--- config.mk ---
export PLATFORM = sky130hd
export DESIGN_NAME = c17_pipe
export DESIGN_NICKNAME = d
export VERILOG_FILES = /design/src/rtl/c17_pkg.sv /design/src/rtl/c17_pipe_stage.sv /design/src/rtl/c17_pipe.sv
export SDC_FILE = /design/constraint.sdc
export NUM_CORES = 1
export LEC_CHECK = 0
export CORE_UTILIZATION = 50
export DETAILED_ROUTE_END_ITERATION = 8
export PLACE_DENSITY_LB_ADDON = 0.12
export REMOVE_ABC_BUFFERS = 1
export SYNTH_ARGS = -nofsm -noshare
export SYNTH_HDL_FRONTEND = slang
export SYNTH_SLANG_ARGS = --single-unit
--- constraint.sdc ---
create_clock -name clk -period 2.02 [get_ports clk]
set_input_delay 0.202 -clock clk [delete_from_list [all_inputs] [get_ports clk]]
set_output_delay 0.202 -clock clk [all_outputs]
set_load 0.1 [all_outputs]
--- src/rtl/c17_pkg.sv ---
// Shared types and per-level logic for the pipelined c17 core.
// Each stage payload is one record per lane; the top builds packed arrays of them.
package c17_pkg;

  localparam int STAGES_MIN = 1;
  localparam int STAGES_MAX = 3;

  // Signals still needed by later levels once L1 has been evaluated
  typedef struct packed {
    logic net_0;
    logic net_1;
    logic nx2;
    logic nx7;
  } c17_l1_t;

  typedef struct packed {
    logic net_0;
    logic net_2;
    logic net_3;
  } c17_l2_t;

  typedef struct packed {
    logic nx22;
    logic nx23;
  } c17_l3_t;

  function automatic c17_l1_t c17_l1(input logic nx1, input logic nx2, input logic nx3,
                                     input logic nx6, input logic nx7);
    c17_l1_t r;
    r.net_0 = ~(nx1 & nx3);
    r.net_1 = ~(nx3 & nx6);
    r.nx2   = nx2;
    r.nx7   = nx7;
    return r;
  endfunction

  function automatic c17_l2_t c17_l2(input c17_l1_t a);
    c17_l2_t r;
    r.net_0 = a.net_0;
    r.net_2 = ~(a.nx7 & a.net_1);
    r.net_3 = ~(a.nx2 & a.net_1);
    return r;
  endfunction

  function automatic c17_l3_t c17_l3(input c17_l2_t a);
    c17_l3_t r;
    r.nx22 = ~(a.net_0 & a.net_3);
    r.nx23 = ~(a.net_3 & a.net_2);
    return r;
  endfunction

endpackage

--- src/rtl/c17_pipe_stage.sv ---
// One valid/ready pipeline register. An empty slot always accepts, so bubbles collapse.
module c17_pipe_stage #(
  parameter int W = 1
) (
  input  logic         clk,
  input  logic         rst_n,
  input  logic         valid_i,
  input  logic [W-1:0] data_i,
  output logic         ready_o,
  output logic         valid_o,
  output logic [W-1:0] data_o,
  input  logic         ready_i
);

  logic         valid_q, valid_d;
  logic [W-1:0] data_q,  data_d;

  assign ready_o = ~valid_q | ready_i;
  assign valid_o = valid_q;
  assign data_o  = data_q;

  // Load on transfer, otherwise hold
  always_comb begin
    valid_d = valid_q;
    data_d  = data_q;
    if (ready_o) begin
      valid_d = valid_i;
      if (valid_i) begin
        data_d = data_i;
      end else begin
        data_d = data_q;
      end
    end else begin
      valid_d = valid_q;
      data_d  = data_q;
    end
  end

  // Stage state register
  always_ff @(posedge clk or negedge rst_n) begin
    if (!rst_n) begin
      valid_q <= 1'b0;
      data_q  <= '0;
    end else begin
      valid_q <= valid_d;
      data_q  <= data_d;
    end
  end

endmodule

--- src/rtl/c17_pipe.sv ---
// Multi-lane c17 with 1-3 handshaked register stages and a saturating
// output-handshake counter.
module c17_pipe
  import c17_pkg::*;
#(
  parameter int LANES  = 4,
  parameter int STAGES = 3,
  parameter int CNT_W  = 16
) (
  input  logic             clk,
  input  logic             rst_n,
  input  logic [LANES-1:0] nx1,
  input  logic [LANES-1:0] nx2,
  input  logic [LANES-1:0] nx3,
  input  logic [LANES-1:0] nx6,
  input  logic [LANES-1:0] nx7,
  input  logic             in_valid,
  output logic             in_ready,
  output logic [LANES-1:0] nx22,
  output logic [LANES-1:0] nx23,
  output logic             out_valid,
  input  logic             out_ready,
  input  logic             clr_cnt,
  output logic [CNT_W-1:0] out_cnt
);

  localparam int W1 = LANES * $bits(c17_l1_t);
  localparam int W2 = LANES * $bits(c17_l2_t);
  localparam int W3 = LANES * $bits(c17_l3_t);
  localparam logic [CNT_W-1:0] CNT_MAX = {CNT_W{1'b1}};

  c17_l1_t [LANES-1:0] l1_s;
  c17_l3_t [LANES-1:0] out_s;
  logic [CNT_W-1:0]    cnt_q, cnt_d;

  // First logic level straight from the primary inputs
  always_comb begin
    for (int i = 0; i < LANES; i++) begin
      l1_s[i] = c17_l1(nx1[i], nx2[i], nx3[i], nx6[i], nx7[i]);
    end
  end

  if (STAGES < STAGES_MIN || STAGES > STAGES_MAX) begin : g_bad
    $error("c17_pipe: STAGES must be 1, 2 or 3");
  end

  if (STAGES == 3) begin : g_s3
    c17_l1_t [LANES-1:0] s0_s;
    c17_l2_t [LANES-1:0] l2_s, s1_s;
    c17_l3_t [LANES-1:0] l3_s;
    logic v0_s, v1_s, r1_s, r2_s;

    c17_pipe_stage #(.W(W1)) u_st0 (
      .clk(clk), .rst_n(rst_n), .valid_i(in_valid), .data_i(l1_s), .ready_o(in_ready),
      .valid_o(v0_s), .data_o(s0_s), .ready_i(r1_s));

    always_comb begin
      for (int i = 0; i < LANES; i++) l2_s[i] = c17_l2(s0_s[i]);
    end

    c17_pipe_stage #(.W(W2)) u_st1 (
      .clk(clk), .rst_n(rst_n), .valid_i(v0_s), .data_i(l2_s), .ready_o(r1_s),
      .valid_o(v1_s), .data_o(s1_s), .ready_i(r2_s));

    always_comb begin
      for (int i = 0; i < LANES; i++) l3_s[i] = c17_l3(s1_s[i]);
    end

    c17_pipe_stage #(.W(W3)) u_st2 (
      .clk(clk), .rst_n(rst_n), .valid_i(v1_s), .data_i(l3_s), .ready_o(r2_s),
      .valid_o(out_valid), .data_o(out_s), .ready_i(out_ready));
  end else if (STAGES == 2) begin : g_s2
    c17_l1_t [LANES-1:0] s0_s;
    c17_l3_t [LANES-1:0] l3_s;
    logic v0_s, r1_s;

    c17_pipe_stage #(.W(W1)) u_st0 (
      .clk(clk), .rst_n(rst_n), .valid_i(in_valid), .data_i(l1_s), .ready_o(in_ready),
      .valid_o(v0_s), .data_o(s0_s), .ready_i(r1_s));

    always_comb begin
      for (int i = 0; i < LANES; i++) l3_s[i] = c17_l3(c17_l2(s0_s[i]));
    end

    c17_pipe_stage #(.W(W3)) u_st1 (
      .clk(clk), .rst_n(rst_n), .valid_i(v0_s), .data_i(l3_s), .ready_o(r1_s),
      .valid_o(out_valid), .data_o(out_s), .ready_i(out_ready));
  end else if (STAGES == 1) begin : g_s1
    c17_l3_t [LANES-1:0] l3_s;

    always_comb begin
      for (int i = 0; i < LANES; i++) l3_s[i] = c17_l3(c17_l2(l1_s[i]));
    end

    c17_pipe_stage #(.W(W3)) u_st0 (
      .clk(clk), .rst_n(rst_n), .valid_i(in_valid), .data_i(l3_s), .ready_o(in_ready),
      .valid_o(out_valid), .data_o(out_s), .ready_i(out_ready));
  end

  // Unpack the final stage into the per-lane output buses
  always_comb begin
    for (int i = 0; i < LANES; i++) begin
      nx22[i] = out_s[i].nx22;
      nx23[i] = out_s[i].nx23;
    end
  end

  // Clear wins over a same-cycle handshake; count sticks at all-ones
  always_comb begin
    cnt_d = cnt_q;
    if (clr_cnt) begin
      cnt_d = '0;
    end else if (out_valid && out_ready && (cnt_q != CNT_MAX)) begin
      cnt_d = cnt_q + {{(CNT_W-1){1'b0}}, 1'b1};
    end else begin
      cnt_d = cnt_q;
    end
  end

  // Transaction counter register
  always_ff @(posedge clk or negedge rst_n) begin
    if (!rst_n) begin
      cnt_q <= '0;
    end else begin
      cnt_q <= cnt_d;
    end
  end

  assign out_cnt = cnt_q;

endmodule

==> results of run 1 <==
[power by group through the flow]
stage / clock, W / combinational [W] / sequential [W]
after floorplan: 0 / 0.000194 / 0.00179
after global placement: 0 / 0.000870 / 0.00137
after detailed placement: 0 / 0.000879 / 0.00138
after CTS: 0.000679 / 0.000880 / 0.00136
after global routing: 0.000704 / 0.000920 / 0.00138
final: 0.000651 / 0.000873 / 0.00135
[registers in the layout, summed over array words and instances, names as in the netlist]
signal,count
g_s3.u_st2.valid_o,1
g_s3.u_st2.data_o,8
g_s3.u_st1.data_o,12
out_cnt,16
g_s3.u_st0.valid_o,1
g_s3.u_st0.data_o,16
g_s3.u_st1.valid_o,1
[metal layers]
layer  routed length (µm)  track usage (%)
met3                  153             3.42
met1                 2080             25.6
met4                   54             6.44
met5                    0                0
met2                 2160             32.4
[synth_stat cells (3+ instances only)]
cell type	number	area [µm²]
nand4_1	3	18.8
nor2_1	31	116
nor2b_1	4	25.0
or4_1	4	30.0
and2_1	3	18.8
o31ai_1	3	22.5
nand2_1	6	22.5
nor3_1	3	15.0
a31oi_1	24	150
clkbuf_1	8	30.0
o21ai_0	6	30.0
dfrtp_1	55	1380
mux2_2	16	180
nand2b_1	5	31.3
a21oi_1	9	45.0
nor4_1	3	18.8
inv_1	6	22.5
nand3_1	6	30.0
[critical path, cell delays in order, from the launching register on]
cell,delay [ns]
dfrtp_1,0.44
ha_1,0.25
nand3_1,0.16
or3_4,0.39
or3_2,0.41
a21oi_1,0.14
[area by class of cell]
cell class / instances / area [µm²] / area share, %
clock buffer: 6 / 82.6 / 2.69
sequential: 55 / 1380 / 44.8
clock inverter: 2 / 17.5 / 0.570
timing repair buffer: 62 / 546 / 17.8
tap: 52 / 65.1 / 2.12
multi-input combinational: 147 / 961 / 31.3
inverter: 6 / 22.5 / 0.733
[cell families after synthesis]
family	Yosys count
buffers and inverters	15
muxes	16
AOI/OAI and AO/OA	47
DFF	55
adders and majority gates	1
and+or+nand+nor	83
[worst paths after layout]
check | from | to | slack [ns] | depth (start not counted)
min | rst_n | out_cnt[4]$_DFFE_PN0P_ | 0.0005 | 2
max reg2reg | out_cnt[0]$_DFFE_PN0P_ | out_cnt[8]$_DFFE_PN0P_ | 0.15 | 5
min reg2reg | g_s3.u_st1.data_o[2]$_DFFE_PN0P_ | g_s3.u_st2.data_o[1]$_DFFE_PN0P_ | 0.46 | 1
min in group clk | nx1[0] | g_s3.u_st0.data_o[3]$_DFFE_PN0P_ | 0.44 | 2
max | out_cnt[0]$_DFFE_PN0P_ | out_cnt[8]$_DFFE_PN0P_ | 0.15 | 5
max in group asynchronous | rst_n | g_s3.u_st1.data_o[1]$_DFFE_PN0P_ | 1.59 | 2
[through the flow]
| stage | utilization, % | power [W] |
|---|---|---|
| global route | 68.6 | 0.00300 |
| CTS | 68.6 | 0.00292 |
| global placement | 66.4 | 0.00224 |
| finish | 68.6 | 0.00288 |
| detailed placement | 66.4 | 0.00226 |
| floorplan | - | 0.00199 |
==> out/qor.csv, run 1 <==
stage;metric;value;unit
sta;rsz0062_at_grt;false;
floorplan;ios;51;
finish;n_antenna_cell;0;
power_and_ir_drop;p_leak;1.28;nW
synthesis;synthMuxAreaShare;7.52;%
power_and_ir_drop;intPower;0.00180;W
hold_path;min_path_type;input pin to asynchronous set/reset pin;
finish;fin_area;0.00307;mm²
synthesis;syn_area_per_cell;11.0;µm²
place;portBuffers;50;
synthesis;synth_flop_cell;dfrtp_1;
place;place_area;0.00297;mm²
run_status;violations;design-rule violations;
sta;whs;0.000489;ns
drt;dr.pass1.iters;6;
clocking;cts_tree;built;
run_status;status;finished, violations left;
synthesis;synth_top_family_by_area;simple AND/OR/NAND/NOR gates;
critical_path;worst_setup_path_end_kind;flop;
place;post-place-ws;0.0323;ns
floorplan;dieArea;0.00507;mm²
global_routing;grt_overflow;0;
synthesis;synth_edf_count;0;
synthesis;synthXorXnorAreaFrac;0;%
place;dp.final_hpwl;3220;µm
clocking;clkTransAtPathRegs;0.10;ns
sta;hold_violations;0;
drt;via_count;1828;
flow_run;drv_cap;0;
global_routing;grt_usage;19.4;%
critical_path;required;2.25;ns
critical_path;crit_path_start_kind;flop;
power_and_ir_drop;power_switching;0.00108;W
power_and_ir_drop;p_per_area;937;mW/mm²
drt;wl;4450;µm
sta;drv_slew;0;
clocking;cts_root_buf;clkbuf_8;
finish;layout_commonest_cell;dfrtp_1;
sta;fin_setup_tns;0;ns
global_routing;grt_pass1_vias;1705;
power_and_ir_drop;vdd_drop_max;0.617;mV
sta;fin_crit_sh;92.5;%
finish;drive_gt1_share;24.8;%
synthesis;synth_adder_area_share;0.522;%
floorplan;die_h;71.2;µm
floorplan;die_w;71.2;µm
drt;drc;3;
floorplan;rows;24;
clocking;clockBufferDepth;2;
sta;max_freq;0.535;GHz
clocking;cts_setup_buffers;0;
floorplan;initial_core_util;53.5;%
synthesis;yosysSeqAreaShare;57.5;%
global_routing;antenna_found_initial;0;
finish;final_cell_mix;dfrtp_1, buf_4, nor2_1;
clocking;clkLatencyLatePin;0.31;ns
drt;drt-initial-drc-count;136;
drt;via_per_inst;5.54;
critical_path;critical_path_arrival;2.10;ns
synthesis;synth_simple_gate_area_share;19.9;%
sta;setup_viol;0;
global_routing;grt_pass1_wl;7740;µm
power_and_ir_drop;comb_power_share;30.3;%
clocking;ctsResizeCount;0;
sta;worst_pin_slew;0.652;ns
synthesis;syn_inst;217;
critical_path;crit_fanout;6;
floorplan;fp.coreArea;0.00447;mm²
clocking;htreeDepth;2;
sta;finClkSkew;0.00201;ns
synthesis;ys_warn_count;0;
synthesis;synth_seq_cells;55;
finish;area_delta_synth_final;28.2;%
place;place.gp.congestion;0.825;
synthesis;synth_area;0.00239;mm²
global_routing;grt_max_degree;56;
clocking;cts_buffers;5;
synthesis;synth.distinct_cells;37;
finish;fill_cells;359;
drt;wl_per_cell;13.5;µm
power_and_ir_drop;p_seq_share;47.0;%
place;dp_cells;322;
clocking;cts.sinks;55;
power_and_ir_drop;switching_share;37.6;%
sta;relSlewSlack;56.5;%
power_and_ir_drop;clock_power_share;22.6;%
clocking;hold_buffers;0;
finish;layout.nets;303;
synthesis;synth-compound-area-share;12.2;%
synthesis;async_reset_ff_share;100;%
finish;layout.cells.non_filler;330;
sta;layout_setup_ws;0.152;ns
critical_path;critPathKind;flop to flop;
sta;fin_crit;1.87;ns
drt;ant_nets;0;
(Power assumes the default switching activity.)
==> run 2, diff against run 1 <==
- CTS_BUF_LIST: default -> sky130_fd_sc_hd__clkbuf_8
==> results of run 2 <==
Final layout, timing and power as in run 1 (identical DEF).
